File: config.mk
export PLATFORM = sky130hd
export DESIGN_NAME = pipeline_if_stage
export DESIGN_NICKNAME = d
export VERILOG_FILES = /design/src/rtl/pipeline_pkg.sv /design/src/rtl/if_skid_buffer.sv /design/src/rtl/pipeline_if_stage.sv
export SDC_FILE = /design/constraint.sdc
export NUM_CORES = 1
export LEC_CHECK = 0
export BUFFER_PORTS_ARGS = -buffer_cell sky130_fd_sc_hd__buf_2
export CAP_MARGIN = 20
export CORE_MARGIN = 2
export CORE_UTILIZATION = 60
export CTS_CLUSTER_SIZE = 20
export DETAILED_ROUTE_END_ITERATION = 12
export GPL_TIMING_DRIVEN = 0
export MAX_ROUTING_LAYER = met4
export PLACE_DENSITY = 0.93
export SYNTH_ARGS = -nofsm -noshare
export SYNTH_HDL_FRONTEND = slang
export SYNTH_SLANG_ARGS = --single-unit
File: constraint.sdc
create_clock -name clk -period 5.6 [get_ports clk]
set_input_delay 1.4 -clock clk [delete_from_list [all_inputs] [get_ports clk]]
set_output_delay 1.4 -clock clk [all_outputs]
set_load 0.05 [all_outputs]
File: src/rtl/pipeline_pkg.sv
// Shared fetch-stage types and constants: word sizes, bubble encoding, fetch FSM states.
package pipeline_pkg;

  localparam int unsigned XLEN = 64;
  localparam int unsigned ILEN = 32;

  localparam logic [ILEN-1:0] DEFAULT_NOP_INST = 32'h0000_0013;
  localparam logic [XLEN-1:0] DEFAULT_RESET_PC = '0;
  localparam logic [XLEN-1:0] PC_STEP          = 64'd4;

  typedef enum logic [1:0] {
    FETCH_REQ  = 2'd0,
    FETCH_WAIT = 2'd1,
    FETCH_HOLD = 2'd2
  } fetch_state_e;

  typedef struct packed {
    logic [ILEN-1:0] inst;
    logic [XLEN-1:0] pc;
  } fetch_entry_t;

  // Instructions are word aligned; low two address bits are discarded on redirect.
  function automatic logic [XLEN-1:0] align_pc(input logic [XLEN-1:0] pc);
    return pc & ~{{(XLEN-2){1'b0}}, 2'b11};
  endfunction

endpackage

File: src/rtl/if_skid_buffer.sv
// One-entry {instruction, pc} holding register used while ID is stalled.
module if_skid_buffer
  import pipeline_pkg::*;
(
  input  logic         clk,
  input  logic         reset,
  input  logic         load,
  input  logic         clear,
  input  fetch_entry_t load_entry,
  output logic         valid,
  output fetch_entry_t entry
);

  // Clear wins over load so a flush in the same cycle always empties the entry.
  always_ff @(posedge clk or negedge reset) begin
    if (!reset) begin
      valid <= 1'b0;
      entry <= '0;
    end else if (clear) begin
      valid <= 1'b0;
    end else if (load) begin
      valid <= 1'b1;
      entry <= load_entry;
    end
  end

endmodule

File: src/rtl/pipeline_if_stage.sv
// Instruction-fetch stage: owns the fetch PC, one outstanding imem request, IF/ID output register.
module pipeline_if_stage
  import pipeline_pkg::*;
#(
  parameter logic [XLEN-1:0] RESET_PC = DEFAULT_RESET_PC,
  parameter logic [ILEN-1:0] NOP_INST = DEFAULT_NOP_INST
) (
  input  logic            clk,
  input  logic            reset,
  input  logic            stall_IF,
  input  logic            flush_IF,
  input  logic [XLEN-1:0] redirect_pc,
  output logic            imem_req,
  output logic [XLEN-1:0] imem_addr,
  input  logic            imem_ready,
  input  logic            imem_rvalid,
  input  logic [ILEN-1:0] imem_rdata,
  output logic [ILEN-1:0] instruction_ID,
  output logic [XLEN-1:0] pc_ID,
  output logic            valid_ID
);

  fetch_state_e    state;
  logic [XLEN-1:0] pc_q;
  logic [XLEN-1:0] req_pc;
  logic            drop;

  logic            skid_load;
  logic            skid_clear;
  logic            skid_valid;
  fetch_entry_t    skid_in;
  fetch_entry_t    skid_out;

  // Gated by reset so no request escapes while the memory side is also held in reset.
  assign imem_req  = reset && (state == FETCH_REQ);
  assign imem_addr = pc_q;

  always_comb begin
    skid_in.inst = imem_rdata;
    skid_in.pc   = req_pc;
    skid_load    = !flush_IF && (state == FETCH_WAIT) && imem_rvalid && !drop && stall_IF;
    skid_clear   = flush_IF || ((state == FETCH_HOLD) && !stall_IF);
  end

  if_skid_buffer u_skid (
    .clk        (clk),
    .reset      (reset),
    .load       (skid_load),
    .clear      (skid_clear),
    .load_entry (skid_in),
    .valid      (skid_valid),
    .entry      (skid_out)
  );

  always_ff @(posedge clk or negedge reset) begin
    if (!reset) begin
      state          <= FETCH_REQ;
      pc_q           <= RESET_PC;
      req_pc         <= '0;
      drop           <= 1'b0;
      instruction_ID <= NOP_INST;
      pc_ID          <= '0;
      valid_ID       <= 1'b0;
    end else if (flush_IF) begin
      pc_q           <= align_pc(redirect_pc);
      instruction_ID <= NOP_INST;
      valid_ID       <= 1'b0;
      case (state)
        FETCH_REQ: begin
          // An accepted request is already in flight; its response must be discarded.
          if (imem_ready) begin
            state <= FETCH_WAIT;
            drop  <= 1'b1;
          end
        end
        FETCH_WAIT: begin
          if (imem_rvalid) begin
            state <= FETCH_REQ;
            drop  <= 1'b0;
          end else begin
            drop  <= 1'b1;
          end
        end
        FETCH_HOLD: state <= FETCH_REQ;
        default:    state <= FETCH_REQ;
      endcase
    end else begin
      // Default IF/ID update; a load below overrides it.
      if (!stall_IF) begin
        instruction_ID <= NOP_INST;
        valid_ID       <= 1'b0;
      end
      case (state)
        FETCH_REQ: begin
          if (imem_ready) begin
            req_pc <= pc_q;
            pc_q   <= pc_q + PC_STEP;
            state  <= FETCH_WAIT;
          end
        end
        FETCH_WAIT: begin
          if (imem_rvalid) begin
            if (drop) begin
              drop  <= 1'b0;
              state <= FETCH_REQ;
            end else if (!stall_IF) begin
              instruction_ID <= imem_rdata;
              pc_ID          <= req_pc;
              valid_ID       <= 1'b1;
              state          <= FETCH_REQ;
            end else begin
              state <= FETCH_HOLD;
            end
          end
        end
        FETCH_HOLD: begin
          if (!stall_IF) begin
            instruction_ID <= skid_out.inst;
            pc_ID          <= skid_out.pc;
            valid_ID       <= skid_valid;
            state          <= FETCH_REQ;
          end
        end
        default: state <= FETCH_REQ;
      endcase
    end
  end

  // A response is only legal while a request is in flight.
  a_rvalid_only_in_wait: assert property (
    @(posedge clk) disable iff (!reset) imem_rvalid |-> (state == FETCH_WAIT)
  );

endmodule
==> flow_metrics.env, run 1 <==
export IMPL_ys_top_cells_by_area="dfrtp_1, mux2_2, mux2i_1"
export IMPL_synth_ff_type="dfrtp_1"
export IMPL_synthCells=1246
export IMPL_root_buffer="clkbuf_16"
export IMPL_fmax_ghz=0.205
export IMPL_yosysSeqAreaShare_pct=55.4
export IMPL_cts_max_path_buffers=3
export IMPL_relSlewSlack_pct=40.1
export IMPL_clock_latency_ns=0.56
export IMPL_row_count=56
export IMPL_setup_violations=0
export IMPL_fin_skew_ns=0.0200
export IMPL_power_mw=8.88
export IMPL_final_nets=1646
export IMPL_syn2layout_area_growth_pct=19.7
export IMPL_die_area_um2=25100
export IMPL_required_ns=4.20
export IMPL_dieHeight_um=158
export IMPL_drv_cap=0
export IMPL_synth_distinct_cells=59
export IMPL_critPathMaxFanout=113
export IMPL_antenna_left=0
export IMPL_postCtsResizedCells=0
export IMPL_placed_area_um2=16100
export IMPL_yosys_warnings=0
export IMPL_synth_edf_count=0
export IMPL_wl_um=40000
export IMPL_holdBufCountCts=0
export IMPL_synth_seq_cells=317
export IMPL_synth_avg_cell_area_um2=11.5
export IMPL_final_instance_count_excl_fill=1886
export IMPL_h_tree_depth=1
export IMPL_multi_input_area_um2=5990
export IMPL_core_um2=23500
export IMPL_grt_pass1_vias=11500
export IMPL_status="finished clean"
export IMPL_drt_iter0_markers=1098
export IMPL_hold_slack_ns=0.479
export IMPL_grt_antenna_before_repair=5
export IMPL_hp_class="reg -> reg"
export IMPL_cp_start_kind="input port"
export IMPL_pre_cts_ws_ns=0.583
export IMPL_drc_errors=0
export IMPL_postCtsSetupBuffers=0
export IMPL_finalHoldViolCount=0
export IMPL_synth_cell_area_um2=14300
export IMPL_worstPathArrival_ns=3.47
export IMPL_gp_congestion=0.905
export IMPL_numCtsBuffers=31
export IMPL_crit_type="in -> out"
export IMPL_ir_drop_mv=0.373
export IMPL_max_stage_delay_ns=0.49
export IMPL_start_util_pct=61.0
export IMPL_cts_tree="done"
export IMPL_fillCellCount=1523
export IMPL_rsz0062_at_grt="false"
export IMPL_synth_async_sr_flop_share_pct=100
export IMPL_grt_pass1_wl_um=61000
export IMPL_min_period_ns=4.87
export IMPL_dp_hpwl_um=27700
export IMPL_wl_per_cell_um=21.2
export IMPL_setup_slack_ns=0.727
export IMPL_tns_ns=0
export IMPL_crit_path_top_delay_cell="buf_8"
export IMPL_p_leak_nw=7.79
export IMPL_synth_top_cell_area_share_pct=54.9
export IMPL_critPathCaptureType="primary output"
export IMPL_reg2reg_setup_slack_ns=2.26
export IMPL_report_final_slew_viol_count=0
export IMPL_grt_usage_pct=32.1
export IMPL_dr_pass1_iters=6
export IMPL_post_route_util_pct=73.0
export IMPL_clkSinkCount=317
export IMPL_drive_above_1_share_pct=32.5
export IMPL_powerDensity_nw_per_um2=518
export IMPL_vias_per_cell=6.20
export IMPL_regArea_um2=7940
export IMPL_crit_top_cell="buf_16"
export IMPL_worstMarginPinSlew_ns=0.898
export IMPL_num_vias=11700
export IMPL_ios=264
export IMPL_fin_area_um2=17100
export IMPL_final_cell_mix="dfrtp_1, buf_2, mux2_2"
export IMPL_portBuffers=255
export IMPL_clk_pin_slew_ns=0.06
export IMPL_die_w_um=158
export IMPL_grt_ovfl_total=0
export IMPL_path_cells="buf_8, buf_16, buf_16, and2_1, buf_2"
export IMPL_grt_max_degree=114
export IMPL_numPlacedInstances=1826
export IMPL_yosys_area_top_type="dfrtp_1"
export IMPL_final_common_cell="dfrtp_1"
export IMPL_finalCritPeriodShare_pct=87.0
layout make-up:
cell class | count | share of cell area [%]
inverters | 11 | 0.241
well taps | 319 | 2.33
multi-input cells | 844 | 35.0
clock buffers | 44 | 5.28
clock inverters | 10 | 0.774
flip-flops and latches | 317 | 46.3
repair buffers | 258 | 7.90
diodes | 6 | 0.0876
plain buffers | 77 | 2.09
worst max-delay path, delay by kind of cell:
kind,cells,cell delay (ns)
buffers and inverters,4,1.68
AND/OR/NAND/NOR,1,0.25
cell usage after synthesis, types with 13 or more instances:
cell and instances:
xor2_1 27, clkbuf_1 46, nand2_1 135, a31oi_1 16
mux2i_1 65, nor2_1 67, dfrtp_1 314, buf_2 17
xnor2_1 13, a22o_1 30, nand4_1 35, a22oi_1 31
o21ai_0 124, nand3_1 25, mux2_2 151
metal layers:
layer	vias to the layer above	part of all wire, %	GRT usage (%)
li1	5057	-	-
met1	5820	40	40.7
met2	671	48	50.7
met3	154	8.6	6.21
met4	0	4.2	14.5
met5	-	0	-
final timing paths:
check                                 startpoint                      endpoint  cells past startpoint
hold reg to reg            pc_ID[36]$_DFFE_PN0P_         pc_ID[36]$_DFFE_PN0P_                      2
hold / removal             pc_ID[36]$_DFFE_PN0P_         pc_ID[36]$_DFFE_PN0P_                      2
max in group asynchronous                  reset        req_pc[32]$_DFFE_PN0P_                      3
min in group asynchronous                  reset  u_skid.entry[69]$_DFFE_PN0P_                      1
setup reg to reg            state[0]$_DFFE_PN0P_         pc_ID[10]$_DFFE_PN0P_                     10
setup / recovery                           reset                      imem_req                      5
registers in the layout, summed over array words and instances (netlist names):
register / cells
drop: 1
imem_addr: 62
instruction_ID: 32
pc_ID: 62
req_pc: 62
state: 2
u_skid.entry: 94
u_skid.valid: 1
valid_ID: 1
cell families (layout without fill, tap and decap cells):
logic type	Yosys count	count (layout)	share of synthesized area, %
and+or+nand+nor	353	353	12.8
DFF	317	317	55.4
other	1	10	0.0262
adders and majority gates	4	4	0.350
AOI/OAI and AO/OA	227	227	9.72
xor gates and xnor gates	40	40	2.45
muxes	216	216	16.4
buffers and inverters	88	400	2.79
power by group:
part           internal (mW)  leakage [nW]  switching, mW
sequential              3.11          3.94          0.575
clock                   1.25         0.516          0.897
combinational           1.04          3.33           2.00
total                   5.41          7.79           3.47
Power figures use the tool's default switching activity.
==> run 2, diff against run 1 <==
--- a/config.mk
+++ b/config.mk
@@ -7,7 +7,6 @@
 export LEC_CHECK = 0
 export BUFFER_PORTS_ARGS = -buffer_cell sky130_fd_sc_hd__buf_2
 export CAP_MARGIN = 20
-export CORE_MARGIN = 2
 export CORE_UTILIZATION = 60
 export CTS_CLUSTER_SIZE = 20
 export DETAILED_ROUTE_END_ITERATION = 12
==> flow_metrics.env, run 2 (synthesis results as in run 1) <==
export IMPL_worstPathArrival_ns=3.46
export IMPL_cp_num_buf_inv=4
export IMPL_dr_wl_met2_um=19500
export IMPL_portBuffers=255
export IMPL_clk_pin_slew_ns=0.06
export IMPL_antenna_left=0
export IMPL_relSlewSlack_pct=32.8
export IMPL_reg2reg_setup_slack_ns=2.22
export IMPL_grt_pass1_vias=11800
export IMPL_wl_per_cell_um=21.5
export IMPL_num_vias=11700
export IMPL_crit_type="in -> out"
export IMPL_p_leak_nw=7.83
export IMPL_h_tree_depth=2
export IMPL_grt_antenna_before_repair=3
export IMPL_largest_register="u_skid.entry"
export IMPL_report_final_slew_viol_count=0
export IMPL_holdBufCountCts=0
export IMPL_postCtsResizedCells=0
export IMPL_finalHoldViolCount=0
export IMPL_wl_met3_um=3330
export IMPL_core_um2=23400
export IMPL_fillCellCount=1546
export IMPL_setup_violations=0
export IMPL_ff2ff_path_depth=10
export IMPL_drv_cap=0
export IMPL_cts_max_path_buffers=3
export IMPL_ios=264
export IMPL_pwr_share_seq_pct=41.1
export IMPL_fmax_ghz=0.206
export IMPL_numCtsBuffers=34
export IMPL_final_nets=1649
export IMPL_rsz0062_at_grt="false"
export IMPL_grt_ovfl_total=0
export IMPL_finalCritPeriodShare_pct=86.8
export IMPL_critPathCaptureType="primary output"
export IMPL_postCtsSetupBuffers=0
export IMPL_clkSinkCount=317
export IMPL_hp_class="reg -> reg"
export IMPL_p_int_mw=5.51
export IMPL_die_w_um=156
export IMPL_fin_skew_ns=0.00749
export IMPL_drive_above_1_share_pct=32.5
export IMPL_status="finished clean"
export IMPL_wl_um=40600
export IMPL_min_from="pc_ID[50]$_DFFE_PN0P_"
export IMPL_power_mw=9.00
export IMPL_largest_reg_flops=94
export IMPL_path_delay_family="buffers and inverters"
export IMPL_die_area_um2=24500
export IMPL_worstMarginPinSlew_ns=1.01
export IMPL_crit_path_top_delay_cell="buf_8"
export IMPL_start_util_pct=61.2
export IMPL_cts_tree="done"
export IMPL_min_delay_path_depth=2
export IMPL_routed_top_layer="met4"
export IMPL_dp_hpwl_um=28100
export IMPL_max_stage_delay_ns=0.51
export IMPL_syn2layout_area_growth_pct=20.3
export IMPL_gp_congestion=0.910
export IMPL_final_cell_mix="dfrtp_1, buf_2, mux2_2"
export IMPL_p_sw_mw=3.49
export IMPL_min_period_ns=4.86
export IMPL_crit_top_cell="buf_16"
export IMPL_ir_drop_mv=0.377
export IMPL_cp_start_kind="input port"
export IMPL_path_cells="buf_8, buf_16, buf_16, and2_1, buf_2"
export IMPL_combPwrFrac_pct=33.7
export IMPL_grt_max_degree=113
export IMPL_vias_per_cell=6.18
export IMPL_powerDensity_nw_per_um2=523
export IMPL_critPathMaxFanout=112
export IMPL_wl_met1_um=15900
export IMPL_dr_pass1_iters=5
export IMPL_drc_errors=0
export IMPL_required_ns=4.20
export IMPL_p_clk_share_pct=25.1
export IMPL_drt_iter0_markers=1103
export IMPL_final_common_cell="dfrtp_1"
export IMPL_row_count=56
export IMPL_clock_latency_ns=0.51
export IMPL_r2r_start="state[0]$_DFFE_PN0P_"
export IMPL_r2r_end="pc_ID[3]$_DFFE_PN0P_"
export IMPL_tns_ns=0
export IMPL_grt_usage_pct=34.3
export IMPL_grt_pass1_wl_um=62600
export IMPL_dieHeight_um=156
export IMPL_hold_path_end="pc_ID[50]$_DFFE_PN0P_"
export IMPL_sw_frac_of_total_pct=38.8
export IMPL_root_buffer="clkbuf_16"
==> run 2: worst min-delay path, delay by kind of cell (launching register included) <==
kind               cells  cell delay (ns)
and+or+nand+nor        1             0.04
DFF                    1             0.34
AOI/OAI and AO/OA      1             0.06
==> run 2: area by class of cell <==
| cell class | count | area (µm²) | share of cell area (%) |
|---|---|---|---|
| flip-flops and latches | 317 | 7940 | 46.1 |
| multi-input cells | 844 | 5990 | 34.8 |
| repair buffers | 258 | 1350 | 7.86 |
| clock buffers | 55 | 1070 | 6.24 |
| well taps | 319 | 399 | 2.32 |
| plain buffers | 77 | 358 | 2.08 |
| clock inverters | 6 | 57.6 | 0.334 |
| inverters | 11 | 41.3 | 0.240 |
| diodes | 3 | 7.51 | 0.0436 |
==> run 2: worst max path at each step <==
stage,startpoint,endpoint,depth (start not counted)
after global routing,reset,imem_req,5
final,reset,imem_req,5
after floorplan,reset,imem_req,1
after CTS,reset,imem_req,5
after detailed placement,reset,imem_req,5
after global placement,reset,imem_req,3
==> run 2: metal layers <==
metal | vias to the layer above | track usage [%]
met5 | - | -
met4 | 0 | 14.9
met3 | 170 | 6.65
met2 | 629 | 55.7
met1 | 5807 | 42.0
li1 | 5075 | -
==> run 2: power groups by stage <==
stage          logic [mW]  clock network (mW)  registers, mW
2_1_floorplan        1.35                   0           4.42
4_1_cts              3.04                2.28           3.67
6_report             3.03                2.26           3.70
3_3_place_gp         2.87                   0           3.61
3_5_place_dp         3.01                   0           3.69
5_1_grt              3.24                2.37           3.77
==> run 2: stage by stage <==
step	hold WS [ns]	util, %	instances	area [µm²]	setup slack, ns
2_1_floorplan	0.467	-	1249	14300	2.39
6_report	0.477	73.6	1890	17200	0.739
5_1_grt	0.504	73.6	1890	17200	0.379
3_3_place_gp	0.458	68.4	1823	16000	-3.14
3_5_place_dp	0.466	68.7	1826	16100	0.559
4_1_cts	0.479	73.5	1887	17200	0.565
==> run 3, diff against run 2 <==
--- a/config.mk
+++ b/config.mk
@@ -7,12 +7,14 @@
 export LEC_CHECK = 0
 export BUFFER_PORTS_ARGS = -buffer_cell sky130_fd_sc_hd__buf_2
 export CAP_MARGIN = 20
-export CORE_UTILIZATION = 60
+export CELL_PAD_IN_SITES_DETAIL_PLACEMENT = 1
+export CELL_PAD_IN_SITES_GLOBAL_PLACEMENT = 1
+export CORE_UTILIZATION = 48
 export CTS_CLUSTER_SIZE = 20
 export DETAILED_ROUTE_END_ITERATION = 12
 export GPL_TIMING_DRIVEN = 0
 export MAX_ROUTING_LAYER = met4
-export PLACE_DENSITY = 0.93
+export PLACE_DENSITY = 0.94
 export SYNTH_ARGS = -nofsm -noshare
 export SYNTH_HDL_FRONTEND = slang
 export SYNTH_SLANG_ARGS = --single-unit
==> flow_metrics.env, run 3 (synthesis results as in run 1) <==
export IMPL_placed_area_um2=16200
export IMPL_fin_area_um2=17400
export IMPL_critPathMaxFanout=74
export IMPL_dp_hpwl_um=33900
export IMPL_tns_ns=0
export IMPL_p_clk_share_pct=25.2
export IMPL_grt_usage_pct=32.3
export IMPL_gp_congestion=0.851
export IMPL_regArea_um2=7940
export IMPL_ir_drop_mv=0.306
export IMPL_cts_max_path_buffers=3
export IMPL_numCtsBuffers=36
export IMPL_min_delay_path_depth=2
export IMPL_die_w_um=175
export IMPL_syn2layout_area_growth_pct=21.2
export IMPL_core_um2=29000
export IMPL_fmax_ghz=0.244
export IMPL_die_area_um2=30500
export IMPL_largest_reg_flops=94
export IMPL_final_common_cell="dfrtp_1"
export IMPL_drive_above_1_share_pct=32.8
export IMPL_ios=264
export IMPL_report_final_slew_viol_count=0
export IMPL_r2r_end="pc_ID[20]$_DFFE_PN0P_"
export IMPL_wl_met1_um=18800
export IMPL_critPathCaptureType="primary output"
export IMPL_p_leak_nw=7.86
export IMPL_p_sw_mw=3.64
export IMPL_wl_um=47200
export IMPL_vias_per_cell=5.96
export IMPL_wl_met3_um=2750
export IMPL_grt_pass1_wl_um=74000
export IMPL_dr_pass1_iters=4
export IMPL_dieHeight_um=175
export IMPL_reg2reg_setup_slack_ns=2.31
export IMPL_worstMarginPinSlew_ns=0.875
export IMPL_p_int_mw=5.54
export IMPL_crit_type="in -> out"
export IMPL_grt_ovfl_total=0
export IMPL_numPlacedInstances=1892
export IMPL_pwr_share_seq_pct=40.8
export IMPL_status="finished clean"
export IMPL_finalCritPeriodShare_pct=73.1
export IMPL_h_tree_depth=2
export IMPL_r2r_start="state[0]$_DFFE_PN0P_"
export IMPL_finalHoldViolCount=0
export IMPL_fin_skew_ns=0.0150
export IMPL_pre_cts_ws_ns=1.44
export IMPL_num_vias=11700
export IMPL_setup_slack_ns=1.51
export IMPL_cp_start_kind="input port"
export IMPL_final_cell_mix="dfrtp_1, buf_2, mux2_2"
export IMPL_final_nets=1652
export IMPL_dr_wl_met2_um=23800
export IMPL_multi_input_area_um2=5990
export IMPL_fillCellCount=3136
export IMPL_final_instance_count_excl_fill=1957
export IMPL_holdBufCountCts=0
export IMPL_rsz0062_at_grt="false"
export IMPL_hp_class="reg -> reg"
export IMPL_min_period_ns=4.09
export IMPL_worstPathArrival_ns=2.69
export IMPL_required_ns=4.20
export IMPL_portBuffers=255
export IMPL_drc_errors=0
export IMPL_grt_antenna_before_repair=2
export IMPL_clk_pin_slew_ns=0.05
export IMPL_post_route_util_pct=59.8
export IMPL_setup_violations=0
export IMPL_postCtsSetupBuffers=0
export IMPL_clock_latency_ns=0.52
export IMPL_ff2ff_path_depth=10
export IMPL_critPathLaunch="reset"
export IMPL_combPwrFrac_pct=34.0
export IMPL_antenna_left=0
export IMPL_postCtsResizedCells=0
export IMPL_cp_endpoint="imem_req"
export IMPL_routed_top_layer="met4"
export IMPL_clkSinkCount=317
export IMPL_grt_pass1_vias=12600
export IMPL_row_count=62
export IMPL_drv_cap=0
export IMPL_cts_tree="done"
export IMPL_sw_frac_of_total_pct=39.7
export IMPL_start_util_pct=49.3
export IMPL_grt_max_degree=94
export IMPL_relSlewSlack_pct=41.7
export IMPL_drt_iter0_markers=868
export IMPL_wl_per_cell_um=24.1
export IMPL_root_buffer="clkbuf_16"
export IMPL_largest_register="u_skid.entry"
export IMPL_powerDensity_nw_per_um2=529
## run 3: changes by cell type in the layout (fill, tap and decap cells not counted)
cell,delta
clkbuf_1,-2
buf_16,+1
clkinv_2,+1
clkbuf_8,+1
diode_2,-1
clkinv_4,+2
## run 3: stage by stage
stage	total power, mW	hold slack [ns]
3_5_place_dp	6.83	0.474
3_3_place_gp	6.52	0.462
4_1_cts	9.21	0.486
5_1_grt	9.59	0.507
6_report	9.18	0.477
2_1_floorplan	5.77	0.467
## run 3: per-layer routing
layer | vias up | track usage, %
met5 | - | -
met4 | 0 | 13.3
met3 | 134 | 5.24
met2 | 468 | 53.9
met1 | 6002 | 39.1
li1 | 5067 | -
## run 3: power by group through the flow
stage	registers [mW]	logic (mW)	clock network [mW]
2_1_floorplan	4.42	1.35	0
3_5_place_dp	3.74	3.10	0
3_3_place_gp	3.62	2.90	0
5_1_grt	3.82	3.33	2.44
6_report	3.74	3.12	2.31
4_1_cts	3.73	3.14	2.35
## run 3: critical path, cell delays in order
cell and delay [ns]:
buf_8 0.35, buf_16 0.37, and2_1 0.22, buf_2 0.27
## run 3: worst min path at each step
stage / start / to
after global placement: pc_ID[3]$_DFFE_PN0P_ / pc_ID[3]$_DFFE_PN0P_
after CTS: pc_ID[5]$_DFFE_PN0P_ / pc_ID[5]$_DFFE_PN0P_
after floorplan: req_pc[28]$_DFFE_PN0P_ / req_pc[28]$_DFFE_PN0P_
after detailed placement: pc_ID[5]$_DFFE_PN0P_ / pc_ID[5]$_DFFE_PN0P_
after global routing: pc_ID[5]$_DFFE_PN0P_ / pc_ID[5]$_DFFE_PN0P_
final: pc_ID[5]$_DFFE_PN0P_ / pc_ID[5]$_DFFE_PN0P_
## run 3: cell type report
cell class / count / area share [%]
flip-flops and latches: 317 / 45.7
multi-input cells: 844 / 34.5
repair buffers: 259 / 7.95
clock buffers: 54 / 6.22
well taps: 384 / 2.77
plain buffers: 77 / 2.06
clock inverters: 9 / 0.461
inverters: 11 / 0.238
diodes: 2 / 0.0288
